<file path="config.mk">
export PLATFORM = sky130hd
export DESIGN_NAME = paddle_input_ctrl_flat
export DESIGN_NICKNAME = d
export VERILOG_FILES = /design/src/rtl/paddle_input_ctrl_if.sv /design/src/rtl/paddle_input_ctrl.sv /design/src/flat_wrapper.sv
export SDC_FILE = /design/constraint.sdc
export NUM_CORES = 1
export LEC_CHECK = 0
export ABC_AREA = 1
export CAP_MARGIN = 30
export CORE_MARGIN = 3
export CORE_UTILIZATION = 30
export CTS_BUF_LIST = sky130_fd_sc_hd__clkbuf_4 sky130_fd_sc_hd__clkbuf_8
export DETAILED_ROUTE_END_ITERATION = 7
export DONT_BUFFER_PORTS = 1
export PLACE_DENSITY_LB_ADDON = 0.2
export SLEW_MARGIN = 20
export SYNTH_ARGS = -nofsm -noshare
export SYNTH_HDL_FRONTEND = slang
export SYNTH_SLANG_ARGS = --single-unit
</file>
<file path="constraint.sdc">
create_clock -name clk -period 2.7 [get_ports clk]
set_clock_uncertainty 0.15 [all_clocks]
set_input_delay 0.81 -clock clk [delete_from_list [all_inputs] [get_ports clk]]
set_output_delay 0.81 -clock clk [all_outputs]
set_load 0.005 [all_outputs]
</file>
<file path="src/rtl/paddle_input_ctrl_if.sv">
// paddle_input_ctrl_if: raw keys, frame pacing and step/level outputs of one player's paddle controller.
interface paddle_input_ctrl_if;
   logic key_up_n;
   logic key_down_n;
   logic frame_tick;
   logic enable;
   logic inc;
   logic dec;
   logic up_level;
   logic down_level;
   modport master (
      output key_up_n, key_down_n, frame_tick, enable,
      input  inc, dec, up_level, down_level
   );
   modport slave (
      input  key_up_n, key_down_n, frame_tick, enable,
      output inc, dec, up_level, down_level
   );
endinterface

</file>
<file path="src/rtl/paddle_input_ctrl.sv">
// paddle_input_ctrl: debounced paddle keys to frame-paced inc/dec steps with hold-to-repeat.
// Define PADDLE_ACCEL_EN to drop the repeat interval to one frame after ACCEL_AFTER repeat steps.
module paddle_input_ctrl #(
   parameter int DB_CYCLES    = 500000,
   parameter int DB_WIDTH     = 19,
   parameter int REPEAT_DELAY = 12,
   parameter int REPEAT_RATE  = 2,
   parameter int FRAME_WIDTH  = 6,
   parameter int ACCEL_AFTER  = 16
) (
   input logic               clk,
   input logic               reset,
   paddle_input_ctrl_if.slave pad_io
);
   typedef enum logic [1:0] {IDLE, ARMED, DELAY, REPEAT} state_t;
   typedef enum logic [1:0] {NONE, UP, DOWN} dir_t;
   localparam logic [DB_WIDTH-1:0]    DB_LAST   = DB_WIDTH'(DB_CYCLES - 1);
   localparam logic [FRAME_WIDTH-1:0] DLY_LAST  = FRAME_WIDTH'(REPEAT_DELAY - 1);
   localparam logic [FRAME_WIDTH-1:0] RATE_LAST = FRAME_WIDTH'(REPEAT_RATE - 1);
   if ((64'd1 << DB_WIDTH) <= 64'(DB_CYCLES) || REPEAT_DELAY < 1 || REPEAT_RATE < 1 || ACCEL_AFTER < 1)
   begin : g_bad_params
   end
   logic [1:0] raw_n;
   logic [1:0] lvl;
   assign raw_n = {pad_io.key_down_n, pad_io.key_up_n};
   for (genvar g = 0; g < 2; g++) begin : g_key
      logic                s1_q, s2_q, lvl_q, lvl_d;
      logic [DB_WIDTH-1:0] cnt_q, cnt_d;
      logic                differ, flip;
      always_comb begin
         differ = ~s2_q != lvl_q;
         flip   = differ && cnt_q == DB_LAST;
         cnt_d  = (!differ || flip) ? '0 : cnt_q + DB_WIDTH'(1);
         lvl_d  = lvl_q ^ flip;
      end
      always_ff @(posedge clk or posedge reset)
         if (reset) begin
            s1_q  <= 1'b1;
            s2_q  <= 1'b1;
            lvl_q <= 1'b0;
            cnt_q <= '0;
         end else begin
            s1_q  <= raw_n[g];
            s2_q  <= s1_q;
            lvl_q <= lvl_d;
            cnt_q <= cnt_d;
         end
      assign lvl[g] = lvl_q;
   end
   state_t                 state_q;
   dir_t                   dir_q, dir_d;
   logic [FRAME_WIDTH-1:0] fcnt_q, fcnt_sat, rpt_last;
   logic                   inc_q, dec_q, abort, step;
`ifdef PADDLE_ACCEL_EN
   localparam int RW = $clog2(ACCEL_AFTER + 1);
   localparam logic [RW-1:0] ACC_LAST = RW'(ACCEL_AFTER);
   logic [RW-1:0] rcnt_q;
   assign rpt_last = (rcnt_q == ACC_LAST) ? '0 : RATE_LAST;
`else
   assign rpt_last = RATE_LAST;
`endif
   always_comb begin
      dir_d    = (lvl[0] & ~lvl[1]) ? UP : (lvl[1] & ~lvl[0]) ? DOWN : NONE;
      abort    = dir_d != dir_q || !pad_io.enable;
      fcnt_sat = (fcnt_q == '1) ? fcnt_q : fcnt_q + FRAME_WIDTH'(1);
      step     = state_q == ARMED || (state_q == DELAY && fcnt_q >= DLY_LAST)
              || (state_q == REPEAT && fcnt_q >= rpt_last);
   end
   // Abort is checked before frame_tick so a coincident tick never steps a stale direction.
   always_ff @(posedge clk or posedge reset)
      if (reset) begin
         state_q <= IDLE;
         dir_q   <= NONE;
         fcnt_q  <= '0;
         inc_q   <= 1'b0;
         dec_q   <= 1'b0;
`ifdef PADDLE_ACCEL_EN
         rcnt_q  <= '0;
`endif
      end else begin
         inc_q <= 1'b0;
         dec_q <= 1'b0;
         if (state_q == IDLE) begin
            if (pad_io.enable && dir_d != NONE) begin
               dir_q   <= dir_d;
               fcnt_q  <= '0;
               state_q <= ARMED;
            end
         end else if (abort) begin
            state_q <= IDLE;
         end else if (pad_io.frame_tick) begin
            fcnt_q <= step ? '0 : fcnt_sat;
            inc_q  <= step && dir_q == DOWN;
            dec_q  <= step && dir_q == UP;
            if (state_q == ARMED) state_q <= DELAY;
            else if (state_q == DELAY && step) state_q <= REPEAT;
         end
`ifdef PADDLE_ACCEL_EN
         if (state_q != REPEAT || abort) rcnt_q <= '0;
         else if (pad_io.frame_tick && step && rcnt_q != ACC_LAST) rcnt_q <= rcnt_q + RW'(1);
`endif
      end
   assign pad_io.inc        = inc_q;
   assign pad_io.dec        = dec_q;
   assign pad_io.up_level   = lvl[0];
   assign pad_io.down_level = lvl[1];
endmodule

</file>
<file path="src/flat_wrapper.sv">
// flat-port wrapper written by rule: the top's interface ports become plain ports
module paddle_input_ctrl_flat 
#(
   parameter int DB_CYCLES    = 500000,
   parameter int DB_WIDTH     = 19,
   parameter int REPEAT_DELAY = 12,
   parameter int REPEAT_RATE  = 2,
   parameter int FRAME_WIDTH  = 6,
   parameter int ACCEL_AFTER  = 16
)
  (clk, reset, pad_io_key_up_n, pad_io_key_down_n, pad_io_frame_tick, pad_io_enable, pad_io_inc, pad_io_dec, pad_io_up_level, pad_io_down_level);
  paddle_input_ctrl_if pad_io_i ();
  input logic clk;
  input logic reset;
  input wire logic [$bits(pad_io_i.key_up_n)-1:0] pad_io_key_up_n;
  input wire logic [$bits(pad_io_i.key_down_n)-1:0] pad_io_key_down_n;
  input wire logic [$bits(pad_io_i.frame_tick)-1:0] pad_io_frame_tick;
  input wire logic [$bits(pad_io_i.enable)-1:0] pad_io_enable;
  output wire logic [$bits(pad_io_i.inc)-1:0] pad_io_inc;
  output wire logic [$bits(pad_io_i.dec)-1:0] pad_io_dec;
  output wire logic [$bits(pad_io_i.up_level)-1:0] pad_io_up_level;
  output wire logic [$bits(pad_io_i.down_level)-1:0] pad_io_down_level;
  assign pad_io_i.key_up_n = pad_io_key_up_n;
  assign pad_io_i.key_down_n = pad_io_key_down_n;
  assign pad_io_i.frame_tick = pad_io_frame_tick;
  assign pad_io_i.enable = pad_io_enable;
  assign pad_io_inc = pad_io_i.inc;
  assign pad_io_dec = pad_io_i.dec;
  assign pad_io_up_level = pad_io_i.up_level;
  assign pad_io_down_level = pad_io_i.down_level;
  paddle_input_ctrl #(.DB_CYCLES(DB_CYCLES), .DB_WIDTH(DB_WIDTH), .REPEAT_DELAY(REPEAT_DELAY), .REPEAT_RATE(REPEAT_RATE), .FRAME_WIDTH(FRAME_WIDTH), .ACCEL_AFTER(ACCEL_AFTER)) u_core (.clk(clk), .reset(reset), .pad_io(pad_io_i));
endmodule
</file>
==> impl_metrics.csv, run 1 <==
group,metric,value,unit
synth,yosys.area_share.adder,2.93,%
floorplanning,ios,10,
synth,synth_xor_area_share,7.91,%
power,p_leak,1.37,nW
timing,tightest_slew,435,ps
detailed_routing,wl,5670,microns
synth,ys_ff_latch,56,
floorplanning,die_w,106,microns
grt,gr-usage-met2,17.4,%
clocking,clk_pin_slew,100,ps
synth,synth-compound-area-share,2.43,%
synth,synth_nets,396,
timing,fin_setup_tns,0,ps
timing,fin_crit_sh,70.7,%
power,ir_worst_vdd,0.181,mV
synth,yosysSeqAreaShare,47.1,%
timing,period_minus_slack,1910,ps
detailed_routing,first_iter_violations,88,
cells_and_area,area_growth,8.75,%
floorplanning,die_area,11200,sq um
detailed_routing,first_pass_iters,4,
critical_path,criticalPathCategory,"reg2reg",
clocking,htreeDepth,2,
clocking,cts_buffer_depth,2,
placed_design,io_buffers,0,
power,comb_power_share,3.7,%
grt,grt_usage,11.0,%
detailed_routing,ant_nets,0,
grt,grt_pass1_wl,10100,microns
clocking,postCtsHoldBufs,0,
critical_path,worst_ep_arrival_time,2000,ps
clocking,cts_resized,0,
grt,grt-busiest-layer,"met2",
clocking,post_cts_buffers,0,
grt,gr-usage-met3,1.90,%
floorplanning,core_area,9460,sq um
timing,rsz0062_at_grt,"false",
floorplanning,num_rows,35,
synth,ys_types,23,
detailed_routing,drcViolationCount,0,
grt,antenna_found_initial,0,
clocking,cts_root_buf,"clkbuf_8",
cells_and_area,n_antenna_cell,0,
timing,layout_setup_ws,791,ps
critical_path,worst-endpoint-required,2790,ps
synth,postSynthAreaPerCell,7.80,sq um
cells_and_area,fin_nets,402,
grt,grtUsageMet1,15.4,%
grt,grt_pass1_vias,2218,
critical_path,reg2reg_depth,9,
power,swShare,21.7,%
floorplanning,die_y,106,microns
synth,synth_top_family_by_area,"simple AND/OR/NAND/NOR gates",
placed_design,place_congestion,0.780,
synth,synth_area,2990,sq um
detailed_routing,vias,2282,
power,power.density,453,nW/um^2
detailed_routing,vias_per_cell,4.40,
power,seq_power_share,58.4,%
floorplanning,start_util,31.6,%
worst_hold_path,hold_path.class,"reg2reg",
clocking,cts_buffers,5,
clocking,cts.sinks,56,
critical_path,crit_path_end_kind,"flop",
placed_design,preCtsSetupSlack,815,ps
synth,yosys_warnings,0,
power,power_frac_clock,37.9,%
critical_path,startpoint_type,"flop",
power,p_sw,0.319,mW
status,outcome,"finished clean",
timing,fmax,524,MHz
timing,drv_slew,0,
critical_path,worstPathMaxFanout,6,
synth,synth.area.mux_share,0,%
cells_and_area,final_util,34.4,%
timing,setup_viol,0,
clocking,cts_tree,"yes",
grt,globalRouteOverflowTotal,0,
detailed_routing,wl_per_cell,10.9,microns
flow_run,drv_cap,0,
timing,hold_viol,0,
grt,grt_max_degree,39,
worst_hold_path,whs_path_depth,0,
cells_and_area,drive_above_1_share,8.46,%
synth,synthesis.instances,383,
placed_design,dp_hpwl,4240,microns
synth,yosys.area_share.simple,33.4,%
clocking,clkLatencyLatePin,300,ps
timing,maxSlewHeadroom,70.8,%
power,internal_power,1.15,mW
-- per-stage QoR --
stage                     hold WS (ps)  power [mW]  cells  instance area, sq um
after floorplan                    195       0.919    383                  2990
after global placement             196       0.932    511                  3140
after detailed placement           197       0.932    511                  3140
after CTS                          216        1.50    519                  3250
after global routing               221        1.54    519                  3250
final                              214        1.47    519                  3250
-- power groups by stage --
stage	clock network (mW)	logic [mW]	registers (mW)
after global placement	0	0.0572	0.875
after global routing	0.616	0.0654	0.861
final	0.558	0.0546	0.858
after CTS	0.584	0.0577	0.859
after detailed placement	0	0.0575	0.875
after floorplan	0	0.0463	0.873
-- per-layer routing --
| metal | share of wire (%) | up-vias | routed length (microns) |
|---|---|---|---|
| li1 | - | 1194 | - |
| met1 | 52 | 1071 | 2940 |
| met2 | 46 | 15 | 2590 |
| met3 | 1.7 | 2 | 99 |
| met4 | 0.76 | 0 | 43 |
| met5 | 0 | - | 0 |
-- cells in the mapped netlist, drive strengths merged --
cell | n | area share (%)
nor3 | 1 | 0.17
inv | 38 | 4.8
dfstp | 4 | 3.5
nor2 | 106 | 15
nand4 | 6 | 1.3
clkinv | 2 | 0.46
a21oi | 4 | 0.67
nand3 | 27 | 4.7
o21ai | 6 | 1.0
xnor2 | 7 | 2.1
ha | 7 | 2.9
o21bai | 2 | 0.50
buf | 2 | 1.0
dfrtp | 52 | 44
xor2 | 20 | 5.9
o21a | 1 | 0.25
nand3b | 1 | 0.25
nand2 | 97 | 12
-- critical path: stages, from the launching register on --
cell	delay, ps
dfrtp_1	520
inv_1	80
ha_1	300
nor2_1	100
nand2_1	120
nand2_1	110
nand2_1	140
inv_1	190
nand2_1	70
nand2_1	60
-- final timing paths --
path | endpoint | start | slack (ps)
max reg2reg | u_core.fcnt_q[2]$_DFFE_PP0P_ | flop | 790
max | u_core.fcnt_q[2]$_DFFE_PP0P_ | flop | 790
max in group asynchronous | u_core.g_key[1].s2_q$_DFF_PP1_ | reset | 1570
min reg2reg | u_core.g_key[0].s2_q$_DFF_PP1_ | u_core.g_key[0].s1_q$_DFF_PP1_ | 210
min in group asynchronous | async pin | reset | 220
min | u_core.g_key[0].s2_q$_DFF_PP1_ | u_core.g_key[0].s1_q$_DFF_PP1_ | 210
-- cell type report --
| class | count | area (sq um) |
|---|---|---|
| clock inverter | 2 | 35.0 |
| inverter | 40 | 156 |
| tap | 129 | 161 |
| clock buffer | 6 | 76.3 |
| multi-input combinational | 285 | 1390 |
| timing repair buffer | 1 | 20.0 |
| sequential | 56 | 1410 |
| fill | 1017 | 6210 |
-- cell families (layout without fill, tap and decap cells) --
kind of cell / Yosys count / count (layout)
buffers and inverters: 42 / 49
adders and majority gates: 7 / 7
xor gates and xnor gates: 27 / 27
DFF: 56 / 56
AOI/OAI and AO/OA: 13 / 13
and+or+nand+nor: 238 / 238
-- state kept, by name, summed over array words and instances (netlist names), named ones only --
register / cells
u_core.pad_io.inc: 1
u_core.dir_q: 2
u_core.pad_io.dec: 1
u_core.g_key.cnt_q: 38
u_core.state_q: 2
u_core.fcnt_q: 6
u_core.g_key.s1_q: 2
u_core.g_key.s2_q: 2
-- cell usage in the layout, fill, tap and decap left out --
cell type  count
o21a_1         1
nor2_1        90
xor2_1        20
nor2_4         1
o21ai_0        6
ha_1           7
nand2_1       97
buf_12         1
clkbuf_8       5
o21bai_1       2
inv_1         37
inv_2          1
nand3_2        1
xnor2_1        7
dfrtp_1       52
nand4_1        6
a21oi_1        4
nor2_2        15
nand3_1       26
dfstp_2        4
clkbuf_4       1
bufinv_16      1
nand3b_1       1
nor3_1         1
clkinv_2       2
clkinv_4       1
Note: power is estimated with default switching activity, not from simulation.
==> run 2, diff against run 1 <==
==> constraint.sdc (replaced) <==
create_clock -name clk -period 1.97 [get_ports clk]
set_clock_uncertainty 0.15 [all_clocks]
set_input_delay 0.591 -clock clk [delete_from_list [all_inputs] [get_ports clk]]
set_output_delay 0.591 -clock clk [all_outputs]
set_load 0.005 [all_outputs]
==> run 2 against run 1 <==
Effect of this change:
- count of clock-buffer cells in the layout is 1 lower
- maximum frequency grew 11%
- sequential share of layout area fell by 0.34 points
- worst hold slack got worse by 110 ps
- highest routed layer unchanged
- via count fell by 1.3%
- critical path depth fell by 1
- critical path type unchanged
- final cell count is 0.77% higher
- global-route usage hardly changed
- power grew 30%
==> impl_metrics.csv, run 2 (synthesized netlist as in run 1, its figures left out) <==
group,metric,value,unit
status,outcome,"finished clean",
timing,hold_viol,0,
timing,fin_crit_sh,87.7,%
critical_path,worstPathMaxFanout,16,
cells_and_area,final_util,34.7,%
detailed_routing,wl_per_cell,10.7,microns
power,ir_worst_vdd,0.255,mV
floorplanning,die_area,11200,sq um
clocking,cts_tree,"yes",
cells_and_area,area_growth,9.72,%
power,power.density,581,nW/um^2
clocking,cts_root_buf,"clkbuf_8",
cells_and_area,multi_input_area,1390,sq um
timing,period_minus_slack,1730,ps
cells_and_area,layout_commonest_cell,"nand2_1",
grt,grt_usage,11.0,%
floorplanning,core_area,9460,sq um
timing,maxSlewHeadroom,68.2,%
power,p_leak,1.37,nW
detailed_routing,drcViolationCount,0,
timing,rsz0062_at_grt,"false",
cells_and_area,layout_common_cells,"nand2_1, nor2_1, dfrtp_1",
grt,grt-busiest-layer,"met2",
timing,fmax,579,MHz
critical_path,crit_path_end_kind,"flop",
grt,grt_pass1_vias,2146,
floorplanning,ios,10,
grt,grtUsageMet1,14.8,%
placed_design,place_congestion,0.829,
grt,grt_max_degree,25,
power,total_power,1.91,mW
flow_run,drv_cap,0,
critical_path,worst-endpoint-required,2070,ps
detailed_routing,vias_per_cell,4.31,
placed_design,dp_hpwl,4220,microns
cells_and_area,largest_reg_flops,38,
grt,gr-usage-met2,17.5,%
clocking,cts_buffer_depth,2,
critical_path,worst_ep_arrival_time,1830,ps
grt,globalRouteOverflowTotal,0,
clocking,cts_buffers,5,
detailed_routing,wl,5600,microns
grt,gr-usage-met3,2.33,%
cells_and_area,fin_nets,406,
detailed_routing,first_pass_iters,4,
clocking,clk_pin_slew,110,ps
floorplanning,die_w,106,microns
detailed_routing,vias,2253,
clocking,htreeDepth,2,
grt,antenna_found_initial,0,
critical_path,criticalPathCategory,"reg2reg",
floorplanning,die_y,106,microns
cells_and_area,top_regs,"u_core.g_key.cnt_q: 38 flops, u_core.fcnt_q: 6 flops",
clocking,post_cts_buffers,0,
cells_and_area,n_antenna_cell,0,
cells_and_area,num-fill-cells,1018,
timing,tightest_slew,474,ps
floorplanning,num_rows,35,
grt,grt_pass1_wl,9960,microns
placed_design,io_buffers,0,
cells_and_area,regArea,1410,sq um
critical_path,startpoint_type,"flop",
worst_hold_path,hold_path.class,"in2reg",
detailed_routing,ant_nets,0,
timing,fin_setup_tns,0,ps
clocking,clkLatencyLatePin,310,ps
cells_and_area,largest-register,"u_core.g_key.cnt_q",
timing,setup_viol,0,
timing,holdWs,108,ps
clocking,cts.sinks,56,
detailed_routing,first_iter_violations,64,
timing,drv_slew,0,
floorplanning,start_util,31.6,%
cells_and_area,drive_above_1_share,9.64,%
==> run 2: cell types whose count changed in the layout (fill, tap and decap cells not counted), sizes merged <==
| cell | change |
|---|---|
| bufinv | -1 |
| clkbuf | -1 |
| clkinvlp | +2 |
| dlygate4sd3 | +1 |
| buf | +3 |
==> run 2: critical path: stages (launching register included) <==
cell and delay (ps):
dfrtp_1 410, ha_1 270, nand2_1 100, nor2_2 50, nand3_1 110, nor2_2 60
nor2_2 140, clkinv_2 220, nor2_1 150
==> run 2: power breakdown <==
group | internal (mW) | total (mW) | switching [mW]
Sequential | 1.17 | 1.18 | 0.0102
Clock | 0.254 | 0.646 | 0.393
Combinational | 0.0268 | 0.0828 | 0.0560
==> run 2: per-stage QoR <==
stage,cell area (sq um),std cells,setup slack (ps)
after floorplan,2990,383,371
after global placement,3180,514,187
after detailed placement,3180,514,153
after CTS,3280,523,113
after global routing,3280,523,42.3
final,3280,523,243
==> run 2: routing by layer <==
metal	wire [microns]	up-vias	part of all wire, %
met4	82	0	1.5
met5	0	-	0
met3	135	5	2.4
li1	-	1198	-
met2	2530	17	45
met1	2860	1033	51
==> run 2: worst paths after layout <==
kind / cells past startpoint / end / slack (ps) / from
setup / recovery: 8 / u_core.g_key[0].cnt_q[16]$_DFF_PP0_ / 240 / u_core.g_key[0].cnt_q[0]$_DFF_PP0_
hold / removal: 0 / u_core.g_key[1].s1_q$_DFF_PP1_ / 110 / pad_io_key_down_n
setup reg to reg: 8 / u_core.g_key[0].cnt_q[16]$_DFF_PP0_ / 240 / u_core.g_key[0].cnt_q[0]$_DFF_PP0_
hold reg to reg: 0 / u_core.g_key[1].s2_q$_DFF_PP1_ / 210 / u_core.g_key[1].s1_q$_DFF_PP1_
max in group asynchronous: 3 / u_core.g_key[1].s1_q$_DFF_PP1_ / 600 / reset
min in group asynchronous: 2 / u_core.pad_io.dec$_DFF_PP0_ / 580 / reset
==> run 2: layout make-up <==
cell class                 instances  share of cell area, %
inverter                          40                   4.89
sequential                        56                   42.9
tap                              129                   4.92
multi-input combinational        285                   42.5
clock inverter                     3                  0.649
timing repair buffer               5                   1.98
clock buffer                       5                   2.10
==> run 2: what timing repair did <==
item / CTS / global route
endpoints found under the setup margin: 0 / 6
endpoints found under the hold margin: 11 / 0
hold buffers: 1 / 0
gates resized for setup: 0 / 2
